[src/rtl/grf_wr_arbiter_if.sv]
// Bus bundle for the GRF write-port arbiter: source A (writeback), source B
// (long-latency return, valid/ready) and the registered GRF write port.
interface grf_wr_arbiter_if #(
    parameter int DEPTH = 4
);
    localparam int CW = $clog2(DEPTH) + 1;

    // source A: fixed priority, no backpressure
    logic          a_valid;
    logic [31:0]   a_pc;
    logic [4:0]    a_addr;
    logic [31:0]   a_data;

    // source B: valid/ready into the FIFO
    logic          b_valid;
    logic          b_ready;
    logic [31:0]   b_pc;
    logic [4:0]    b_addr;
    logic [31:0]   b_data;

    // GRF write port and status
    logic          we3;
    logic [4:0]    a3;
    logic [31:0]   wd3;
    logic [31:0]   pc;
    logic          stall_req;
    logic [CW-1:0] b_count;

    // requester side (pipeline + B source + GRF)
    modport master (
        output a_valid, a_pc, a_addr, a_data,
        output b_valid, b_pc, b_addr, b_data,
        input  b_ready, we3, a3, wd3, pc, stall_req, b_count
    );

    // arbiter side
    modport slave (
        input  a_valid, a_pc, a_addr, a_data,
        input  b_valid, b_pc, b_addr, b_data,
        output b_ready, we3, a3, wd3, pc, stall_req, b_count
    );
endinterface

[src/rtl/grf_wr_arbiter.sv]
// GRF write-port arbiter. A (writeback) has fixed priority; B writes are
// queued in a small FIFO and drained when A is idle. A saturating starvation
// counter raises stall_req so the pipeline yields a slot to the B head.
module grf_wr_arbiter #(
    parameter int DEPTH        = 4,
    parameter int STARVE_LIMIT = 8
) (
    input  logic             clk,
    input  logic             reset,
    grf_wr_arbiter_if.slave  bus
);
    localparam int PW = $clog2(DEPTH);
    localparam int CW = PW + 1;
    localparam int SW = $clog2(STARVE_LIMIT + 1);

    localparam logic [1:0] GRANT_IDLE = 2'd0;
    localparam logic [1:0] GRANT_A    = 2'd1;
    localparam logic [1:0] GRANT_B    = 2'd2;

    typedef struct packed {
        logic [31:0] pc;
        logic [4:0]  addr;
        logic [31:0] data;
    } wr_req_t;

    wr_req_t        fifo_mem [DEPTH];
    logic [PW-1:0]  rd_ptr;
    logic [PW-1:0]  wr_ptr;
    logic [CW-1:0]  count;
    logic [SW-1:0]  starve_cnt;

    logic           we3_q;
    logic [4:0]     a3_q;
    logic [31:0]    wd3_q;
    logic [31:0]    pc_q;

    logic [1:0]     grant;
    logic           fifo_empty;
    logic           fifo_full;
    logic           stall;
    logic           enq;
    logic           deq;
    wr_req_t        a_req;
    wr_req_t        b_req;
    wr_req_t        head;

    assign a_req      = '{pc: bus.a_pc, addr: bus.a_addr, data: bus.a_data};
    assign b_req      = '{pc: bus.b_pc, addr: bus.b_addr, data: bus.b_data};
    assign head       = fifo_mem[rd_ptr];

    // status comes from registers only, never from the current inputs
    assign fifo_empty = (count == '0);
    assign fifo_full  = (count == CW'(DEPTH));
    assign stall      = (starve_cnt == SW'(STARVE_LIMIT));

    assign bus.b_ready   = !fifo_full;
    assign bus.stall_req = stall;
    assign bus.b_count   = count;
    assign bus.we3       = we3_q;
    assign bus.a3        = a3_q;
    assign bus.wd3       = wd3_q;
    assign bus.pc        = pc_q;

    // a full FIFO refuses enqueue even if the head leaves this cycle
    assign enq = bus.b_valid && !fifo_full;
    assign deq = (grant == GRANT_B);

    // grant: forced B under stall, else A priority, else drain B
    always_comb begin
        grant = GRANT_IDLE;
        if (stall && !fifo_empty)
            grant = GRANT_B;
        else if (bus.a_valid)
            grant = GRANT_A;
        else if (!fifo_empty)
            grant = GRANT_B;
    end

    // FIFO storage: payload only, validity is tracked by pointers/count
    always_ff @(posedge clk) begin
        if (enq)
            fifo_mem[wr_ptr] <= b_req;
    end

    // FIFO pointers and occupancy; pointers wrap on the power-of-two depth
    always_ff @(posedge clk) begin
        if (reset) begin
            rd_ptr <= '0;
            wr_ptr <= '0;
            count  <= '0;
        end else begin
            if (enq)
                wr_ptr <= wr_ptr + 1'b1;
            if (deq)
                rd_ptr <= rd_ptr + 1'b1;
            case ({enq, deq})
                2'b10:   count <= count + 1'b1;
                2'b01:   count <= count - 1'b1;
                default: count <= count;
            endcase
        end
    end

    // starvation counter: counts A wins over a waiting B head, saturates
    always_ff @(posedge clk) begin
        if (reset) begin
            starve_cnt <= '0;
        end else if (grant == GRANT_B || fifo_empty) begin
            starve_cnt <= '0;
        end else if (grant == GRANT_A && !stall) begin
            starve_cnt <= starve_cnt + 1'b1;
        end
    end

    // registered GRF write port; idle keeps the last address/data/pc
    always_ff @(posedge clk) begin
        if (reset) begin
            we3_q <= 1'b0;
            a3_q  <= '0;
            wd3_q <= '0;
            pc_q  <= '0;
        end else begin
            case (grant)
                GRANT_A: begin
                    we3_q <= 1'b1;
                    a3_q  <= a_req.addr;
                    wd3_q <= a_req.data;
                    pc_q  <= a_req.pc;
                end
                GRANT_B: begin
                    we3_q <= 1'b1;
                    a3_q  <= head.addr;
                    wd3_q <= head.data;
                    pc_q  <= head.pc;
                end
                default: we3_q <= 1'b0;
            endcase
        end
    end
endmodule

[src/flat_wrapper.sv]
// flat-port wrapper written by rule: the top's interface ports become plain ports
module grf_wr_arbiter_flat 
#(
    parameter int DEPTH        = 4,
    parameter int STARVE_LIMIT = 8
)
  (clk, reset, bus_a_valid, bus_a_pc, bus_a_addr, bus_a_data, bus_b_valid, bus_b_pc, bus_b_addr, bus_b_data, bus_b_ready, bus_we3, bus_a3, bus_wd3, bus_pc, bus_stall_req, bus_b_count);
  grf_wr_arbiter_if #(.DEPTH(DEPTH)) bus_i ();
  input  logic clk;
  input  logic reset;
  input wire logic [$bits(bus_i.a_valid)-1:0] bus_a_valid;
  input wire logic [$bits(bus_i.a_pc)-1:0] bus_a_pc;
  input wire logic [$bits(bus_i.a_addr)-1:0] bus_a_addr;
  input wire logic [$bits(bus_i.a_data)-1:0] bus_a_data;
  input wire logic [$bits(bus_i.b_valid)-1:0] bus_b_valid;
  input wire logic [$bits(bus_i.b_pc)-1:0] bus_b_pc;
  input wire logic [$bits(bus_i.b_addr)-1:0] bus_b_addr;
  input wire logic [$bits(bus_i.b_data)-1:0] bus_b_data;
  output wire logic [$bits(bus_i.b_ready)-1:0] bus_b_ready;
  output wire logic [$bits(bus_i.we3)-1:0] bus_we3;
  output wire logic [$bits(bus_i.a3)-1:0] bus_a3;
  output wire logic [$bits(bus_i.wd3)-1:0] bus_wd3;
  output wire logic [$bits(bus_i.pc)-1:0] bus_pc;
  output wire logic [$bits(bus_i.stall_req)-1:0] bus_stall_req;
  output wire logic [$bits(bus_i.b_count)-1:0] bus_b_count;
  assign bus_i.a_valid = bus_a_valid;
  assign bus_i.a_pc = bus_a_pc;
  assign bus_i.a_addr = bus_a_addr;
  assign bus_i.a_data = bus_a_data;
  assign bus_i.b_valid = bus_b_valid;
  assign bus_i.b_pc = bus_b_pc;
  assign bus_i.b_addr = bus_b_addr;
  assign bus_i.b_data = bus_b_data;
  assign bus_b_ready = bus_i.b_ready;
  assign bus_we3 = bus_i.we3;
  assign bus_a3 = bus_i.a3;
  assign bus_wd3 = bus_i.wd3;
  assign bus_pc = bus_i.pc;
  assign bus_stall_req = bus_i.stall_req;
  assign bus_b_count = bus_i.b_count;
  grf_wr_arbiter #(.DEPTH(DEPTH), .STARVE_LIMIT(STARVE_LIMIT)) u_core (.clk(clk), .reset(reset), .bus(bus_i));
endmodule
[config.mk]
export PLATFORM = sky130hd
export DESIGN_NAME = grf_wr_arbiter_flat
export DESIGN_NICKNAME = d
export VERILOG_FILES = /design/src/rtl/grf_wr_arbiter_if.sv /design/src/rtl/grf_wr_arbiter.sv /design/src/flat_wrapper.sv
export SDC_FILE = /design/constraint.sdc
export NUM_CORES = 1
export LEC_CHECK = 0
export CAP_MARGIN = 30
export CORE_AREA = 8 8 180 182
export DETAILED_ROUTE_END_ITERATION = 10
export DIE_AREA = 0 0 188 190
export PLACE_DENSITY = 0.76
export SKIP_CTS_REPAIR_TIMING = 1
export SLEW_MARGIN = 20
export SYNTH_ARGS = -nofsm -noshare
export SYNTH_HDL_FRONTEND = slang
export SYNTH_SLANG_ARGS = --single-unit
[constraint.sdc]
create_clock -name clk -period 3 [get_ports clk]
set_input_delay 0.75 -clock clk [delete_from_list [all_inputs] [get_ports clk]]
set_output_delay 0.75 -clock clk [all_outputs]
set_load 0.01 [all_outputs]
### Word-level counts from Yosys, hierarchy flattened

Memory sizes are Yosys's and may differ from the RTL's. A register that Yosys moved wholly into a read port is not among the register bits.
Index checks and enable logic that the tools add are counted.

| word-level totals | value |
|---|---|
| register bits | 81 |
| RAM bits | 276 |
| input port bits | 142 |
| output and inout port bits | 75 |
| word-level logic and storage cells | 44 |
| memories kept | 1 |

| operators by class | value |
|---|---|
| $add $sub $neg | 5 |
| equality and inequality tests | 6 |
| mux-type cells | 12 |
| reduce and logical (&&, ||, !) cells | 12 |

Memories:

| name | words | bits a word | rd ports | clocked after memory_dff | write ports | line | text |
|---|---|---|---|---|---|---|---|
| u_core.fifo_mem | 4 | 69 | 1 | 1 | 1 | grf_wr_arbiter.sv:26 | `wr_req_t fifo_mem [DEPTH];` |

Operator list:

| cell | number |
|---|---|
| case mux 32 bit (2 select lines) | 2 |
| 2-to-1 mux 2 bit | 5 |
| case mux 5 bit (2 select lines) | 1 |
| case mux 3 bit (2 select lines) | 1 |
| adder 2 x 1 -> 2 bit, second input constant | 2 |
| adder 4 x 1 -> 4 bit, second input constant | 1 |
| == test 2 x 1 -> 1 bit, second input constant | 2 |
| == test 2 bit, second input constant | 2 |
| == test 4 bit, second input constant | 1 |
| nonzero test 2 bit | 2 |
| OR reduction 2 bit | 2 |
| adder 3 x 1 -> 3 bit, second input constant | 1 |
| == test 3 bit, second input constant | 1 |
| logical AND 1 bit | 3 |
| zero test 1 bit | 3 |
| zero test 3 bit | 1 |
| 2-to-1 mux 1 bit | 3 |
| subtractor 3 x 1 -> 3 bit, second input constant | 1 |
| logical OR 1 bit | 1 |

### Depth between registers and ports, before layout

Gate-level depths: netlist of run 1.

| depth | value |
|---|---|
| depth after elaboration | 7 |
| mapped depth | 11 |
| mapped depth without buffers | 11 |

### Worst setup path after synthesis of run 1

OpenSTA, ideal clock, no wires.

| timing | value |
|---|---|
| path type | in2reg |
| start point | in bus_b_valid |
| end point | mem u_core.fifo_mem[0][0] (netlist bit) (enable) |
| library setup time | 0.435 ns |
| arrival time | 2.666 ns |
| required time | 2.565 ns |
| slack | -0.101 ns |
| cell stages on the path | 2 |
| buffers on the path | 1 |
| path through | buf_1 -> and3_1 |

| on the way | value |
|---|---|
| word-level cells in the longest chain between the ends | 3 |

RTL lines:

| what | line | text |
|---|---|---|
| from (decl) | flat_wrapper.sv:15 | `input wire logic [$bits(bus_i.b_valid)-1:0] bus_b_valid;` |
| logical AND 1 bit | grf_wr_arbiter.sv:65 | `assign enq = bus.b_valid && !fifo_full;` |
| 2-to-1 mux 1 bit | grf_wr_arbiter.sv:81 | `if (enq)` |
| 2-to-1 mux 1 bit (not written as such) | grf_wr_arbiter.sv:82 | `fifo_mem[wr_ptr] <= b_req;` |
| to (decl) | grf_wr_arbiter.sv:26 |  |

Every way passes these cells.

### Worst setup path in the final report of run 1

| timing | value |
|---|---|
| start point | reg u_core.count[2], in the netlist u_core.bus.b_count[2] |
| end point | out bus_b_ready |

| on the way | value |
|---|---|
| word-level cells in the longest chain between the ends | 2 |

RTL lines:

| what | line | text |
|---|---|---|
| from (decl) | grf_wr_arbiter.sv:29 | `logic [CW-1:0] count;` |
| from (signal assigned) | grf_wr_arbiter.sv:97 | `2'b10: count <= count + 1'b1;` |
| from (signal assigned) | grf_wr_arbiter.sv:98 | `2'b01: count <= count - 1'b1;` |
| from (signal assigned) | grf_wr_arbiter.sv:99 | `default: count <= count;` |
| == test 3 bit | grf_wr_arbiter.sv:53 | `assign fifo_full = (count == CW'(DEPTH));` |
| zero test 1 bit | grf_wr_arbiter.sv:56 | `assign bus.b_ready = !fifo_full;` |
| to (decl) | flat_wrapper.sv:19 | `output wire logic [$bits(bus_i.b_ready)-1:0] bus_b_ready;` |

Every way passes these cells.

==> results.cfg, run 1 <==
[synth]
ys_seq_elements = 359
synthDistinctLibCells = 30
syn_nets = 1194
synthesis.area_mm2 = 0.0142
yosysWarningCount = 0
async_flop_share = 0
synth.avg_cell_area_um2 = 13.6
postSynthCellCount = 1043
synth_edf_count = 276
ys_seq_area_frac = 0.699
synthFlopType = edfxtp_1

[clocking]
clk_latency_ns = 0.51
cts_max_level = 2
cts_buffer_depth = 3
clk_pin_slew_ns = 0.06
cts_buffers = 38
clock-sinks = 359
tritoncts = built
root_buffer = clkbuf_16

[timing]
setup_viol = 0
final.setup.worst_slack_ns = 0.259
drv_slew = 0
rsz0062_at_grt = false
worst_slew_pin_slew_ns = 0.630
period_needed_ns = 2.74
finalCritPeriodShare = 0.914
skew_ns = 0.0171
fin_setup_tns_ns = 0
fmax_mhz = 365
hold_viol = 0
relSlewSlack = 0.580

[power_and_ir_drop]
switching_share = 0.248
p_clk_frac = 0.356
power.switching_uw = 3230
pwr-share-seq = 0.465
ir_drop_mv = 0.516
power_leakage_uw = 0.00630
comb_power_share = 0.179
p_int_uw = 9820
p_total_uw = 13100
power.density_mw_per_mm2 = 716

[placement]
gp_congestion = 0.745
portBuffers = 216
place_ws_ns = 0.0804
dp_hpwl_um = 20900

[worst_setup_path]
cp-end-kind = output pin
path_cells = or3b_1 -> clkdlybuf4s50_1
crit_type = reg2out
cp_num_buf_inv = 1
worstPathArrival_ns = 1.99
path_max_fanout = 10
critPathLaunchType = flip-flop
cp_slowest_stage_delay_ns = 0.55
critPathSlowestCell = clkdlybuf4s50_1
cp_top_family = buffers and inverters
required_ns = 2.25

[floorplan]
pin_count = 217
core_mm2 = 0.0294
die_w_um = 188
row_count = 63
start_util = 0.484
die_h_um = 190
dieArea_mm2 = 0.0357

[cells_and_area]
final_cell_mix = edfxtp_1, clkdlybuf4s50_1, inv_1
diodes = 0
fill_cells = 2186
drive_above_1_share = 0.0758
mostFrequentLayoutCell = edfxtp_1
area_growth_pct = 28.2
nets = 1415

[route]
ant_nets = 0
dr.pass1.iters = 5
drt-initial-drc-count = 587
routed_wl_um = 33500
vias = 8866
drcViolationCount = 0
wire_per_inst_um = 19.9
via_per_inst = 5.27

[global_route]
grt_use_total = 0.182
first_global_vias = 9035
grt_max_degree = 73
antenna_found_initial = 3
overflow = 0
grt_pass1_wl_um = 51200

[flow_run]
max_cap_viol_count = 0

[run_status]
outcome = complete, no violations

[min_path]
min_path_type = reg2reg
worst min-delay path, stage by stage, from the launching register on:
cell     delay [ns]
dfxtp_1        0.33
o21ai_0        0.08
a21oi_1        0.06
metrics by stage:
step / util / hold slack, ns / std cells / area [um^2]
floorplan: - / 0.465 / 1043 / 14200
global placement: 0.578 / 0.484 / 1614 / 17000
detailed placement: 0.578 / 0.508 / 1614 / 17000
CTS: 0.620 / 0.523 / 1683 / 18200
global route: 0.620 / 0.549 / 1683 / 18200
finish: 0.620 / 0.524 / 1683 / 18200
kinds of logic after synthesis:
logic type	synth area share
compound gates	0.103
xor+xnor	0.00308
fa+ha+maj	0.00844
buf+inv	0.0608
flops	0.699
mux	0.0970
simple gates	0.0289
path summary, 6_finish.rpt:
kind | start | end | slack [ns] | depth (start not counted)
worst max-delay path | u_core.bus.b_count[2]$_SDFFE_PP0P_ | bus_b_ready | 0.26 | 2
worst min-delay path | u_core.starve_cnt[0]$_SDFFE_PP0P_ | u_core.starve_cnt[0]$_SDFFE_PP0P_ | 0.52 | 2
worst max register to register | u_core.starve_cnt[0]$_SDFFE_PP0P_ | u_core.bus.b_count[2]$_SDFFE_PP0P_ | 0.42 | 11
worst min register to register | u_core.starve_cnt[0]$_SDFFE_PP0P_ | u_core.starve_cnt[0]$_SDFFE_PP0P_ | 0.52 | 2
cells in the mapped netlist, drive strengths merged (5+ instances only):
cell type | instances | share of area
clkbuf | 24 | 0.0063
o31a | 69 | 0.042
inv | 148 | 0.039
buf | 40 | 0.015
edfxtp | 276 | 0.58
mux2i | 138 | 0.097
ha | 8 | 0.0070
nor2 | 77 | 0.020
o22ai | 69 | 0.030
o21ai | 5 | 0.0018
a21oi | 77 | 0.027
dfxtp | 83 | 0.12
per-layer routing:
metal | part of all wire | GRT usage
met2 | 0.49 | 0.309
met1 | 0.41 | 0.224
met5 | 0.0011 | 0
met3 | 0.081 | 0.0496
met4 | 0.022 | 0.0548
power by group through the flow:
stage          clock network [uW]  registers (uW)  logic, uW
6_report                     4650            6070       2330
4_1_cts                      4740            6070       2360
3_3_place_gp                    0            6160       2290
2_1_floorplan                   0            6200       1150
3_5_place_dp                    0            6170       2340
5_1_grt                      4940            6110       2520
sequential cells by signal, indices dropped and copies added, names as in the netlist, named ones only:
name	count
u_core.fifo_mem	276
u_core.bus.pc	32
u_core.bus.wd3	32
u_core.bus.a3	5
u_core.starve_cnt	4
u_core.bus.b_count	3
u_core.rd_ptr	2
u_core.wr_ptr	2
u_core.bus.we3	1
area by class of cell:
class	instances	area, um^2	share of cell area
inverter	148	556	0.0305
timing repair buffer	245	2530	0.139
tap	390	488	0.0267
multi-input combinational	472	3460	0.190
clock inverter	17	191	0.0105
clock buffer	52	1060	0.0584
sequential	359	9960	0.546
No activity file was read; power rests on OpenSTA's default activity.
==> run 2, diff against run 1 <==
--- a/config.mk
+++ b/config.mk
@@ -6,12 +6,14 @@
 export NUM_CORES = 1
 export LEC_CHECK = 0
 export CAP_MARGIN = 30
-export CORE_AREA = 8 8 180 182
+export CORE_AREA = 8 8 189 173
+export CTS_CLUSTER_DIAMETER = 60
 export DETAILED_ROUTE_END_ITERATION = 10
-export DIE_AREA = 0 0 188 190
+export DIE_AREA = 0 0 197 181
 export PLACE_DENSITY = 0.76
 export SKIP_CTS_REPAIR_TIMING = 1
 export SLEW_MARGIN = 20
 export SYNTH_ARGS = -nofsm -noshare
 export SYNTH_HDL_FRONTEND = slang
 export SYNTH_SLANG_ARGS = --single-unit
+export TNS_END_PERCENT = 20
==> results.cfg, run 2 (same netlist as run 1, synthesis figures left out) <==
[run_status]
outcome = complete, no violations

[worst_setup_path]
critPathLaunchType = flip-flop
cp_slowest_stage_delay_ns = 0.56
path_cells = or3b_1 -> clkdlybuf4s50_1
cp-end-kind = output pin
critPathSlowestCell = or3b_1
startpoint = u_core.bus.b_count[0]$_SDFFE_PP0P_
rr_startpoint = u_core.starve_cnt[0]$_SDFFE_PP0P_
worstPathArrival_ns = 1.97
path_max_fanout = 10
required_ns = 2.25
crit_type = reg2out

[clocking]
cts_buffer_depth = 3
clock-sinks = 359
clk_latency_ns = 0.51
cts_buffers = 37
clk_pin_slew_ns = 0.06
cts_max_level = 2
tritoncts = built
root_buffer = clkbuf_16

[timing]
relSlewSlack = 0.570
worst_slew_pin_slew_ns = 0.645
skew_ns = 0.0179
finalCritPeriodShare = 0.907
rsz0062_at_grt = false
fmax_mhz = 367
hold_viol = 0
period_needed_ns = 2.72
setup_viol = 0
drv_slew = 0

[floorplan]
start_util = 0.484
die_h_um = 181
dieArea_mm2 = 0.0357
row_count = 60
pin_count = 217
die_w_um = 197
core_mm2 = 0.0294

[cells_and_area]
multi_input_area_mm2 = 0.00346
largest_reg_flops = 276
postLayoutCoreUtil = 0.619
fill_cells = 2214
seqCellArea_mm2 = 0.00996
area_growth_pct = 28.0
mostFrequentLayoutCell = edfxtp_1
nets = 1417
drive_above_1_share = 0.0727
regMostFlops = u_core.fifo_mem
final_cell_mix = edfxtp_1, clkdlybuf4s50_1, inv_1

[route]
vias = 8852
wl_met3_um = 2340
drcViolationCount = 0
drt-met1-wl_um = 14300
dr.pass1.iters = 4
top_layer = met5
routed_wl_um = 33800
wire_per_inst_um = 19.9
drt-initial-drc-count = 422
ant_nets = 0
via_per_inst = 5.21
wl_met2_um = 16400

[power_and_ir_drop]
p_total_uw = 12800
ir_drop_mv = 0.392
power_leakage_uw = 0.00627
power.density_mw_per_mm2 = 700

[global_route]
antenna_found_initial = 7
first_global_vias = 9181
overflow = 0
grt_use_total = 0.187
grt_pass1_wl_um = 51800
grt_max_degree = 70

[min_path]
min_from = u_core.starve_cnt[2]$_SDFFE_PP0P_
min_path_type = reg2reg

[placement]
gp_congestion = 0.743
portBuffers = 216
dp_hpwl_um = 21600

[flow_run]
max_cap_viol_count = 0
-- run 2: final timing paths --
| kind | to | slack, ns | cells after the start |
|---|---|---|---|
| setup / recovery | bus_b_ready | 0.28 | 2 |
| hold / removal | u_core.starve_cnt[2]$_SDFFE_PP0P_ | 0.51 | 2 |
| setup reg to reg | u_core.bus.b_count[2]$_SDFFE_PP0P_ | 0.45 | 11 |
| hold reg to reg | u_core.starve_cnt[2]$_SDFFE_PP0P_ | 0.51 | 2 |
-- run 2: through the flow --
| step | instances | instance area, um^2 | hold WS, ns | setup TNS (ns) | setup slack [ns] |
|---|---|---|---|---|---|
| finish | 1699 | 18200 | 0.510 | 0 | 0.279 |
| global route | 1699 | 18200 | 0.548 | 0 | 0.164 |
| CTS | 1696 | 18200 | 0.510 | 0 | 0.264 |
| detailed placement | 1630 | 17100 | 0.494 | 0 | 0.0651 |
| global placement | 1630 | 17100 | 0.482 | 0 | 0.121 |
| floorplan | 1043 | 14200 | 0.465 | -20.82 | -0.101 |
-- run 2: final cells by class --
type | instances | share of cell area
Antenna cell | 3 | 0.000412
Clock buffer | 53 | 0.0581
Clock inverter | 13 | 0.00529
Inverter | 148 | 0.0305
Multi-Input combinational cell | 472 | 0.190
Sequential cell | 359 | 0.546
Tap cell | 403 | 0.0277
Timing Repair Buffer | 248 | 0.142
-- run 2: worst max-delay path: cells and delay by family (launching register included) --
kind	cells	cell delay, ns
buffers and inverters	1	0.56
flip-flops	1	0.36
AND/OR/NAND/NOR	1	0.56
-- run 2: report_power, final --
| group | internal (uW) | total (uW) | switching (uW) | leakage [uW] |
|---|---|---|---|---|
| Clock | 2550 | 4330 | 1780 | 0.000558 |
| Sequential | 5820 | 6070 | 252 | 0.00322 |
| Combinational | 1180 | 2360 | 1170 | 0.00249 |
-- run 2: per-layer routing --
metal | up-vias | track usage
met1 | 4287 | 0.230
met4 | 8 | 0.0550
met2 | 272 | 0.321
met5 | - | 0
met3 | 52 | 0.0472
li1 | 4233 | -
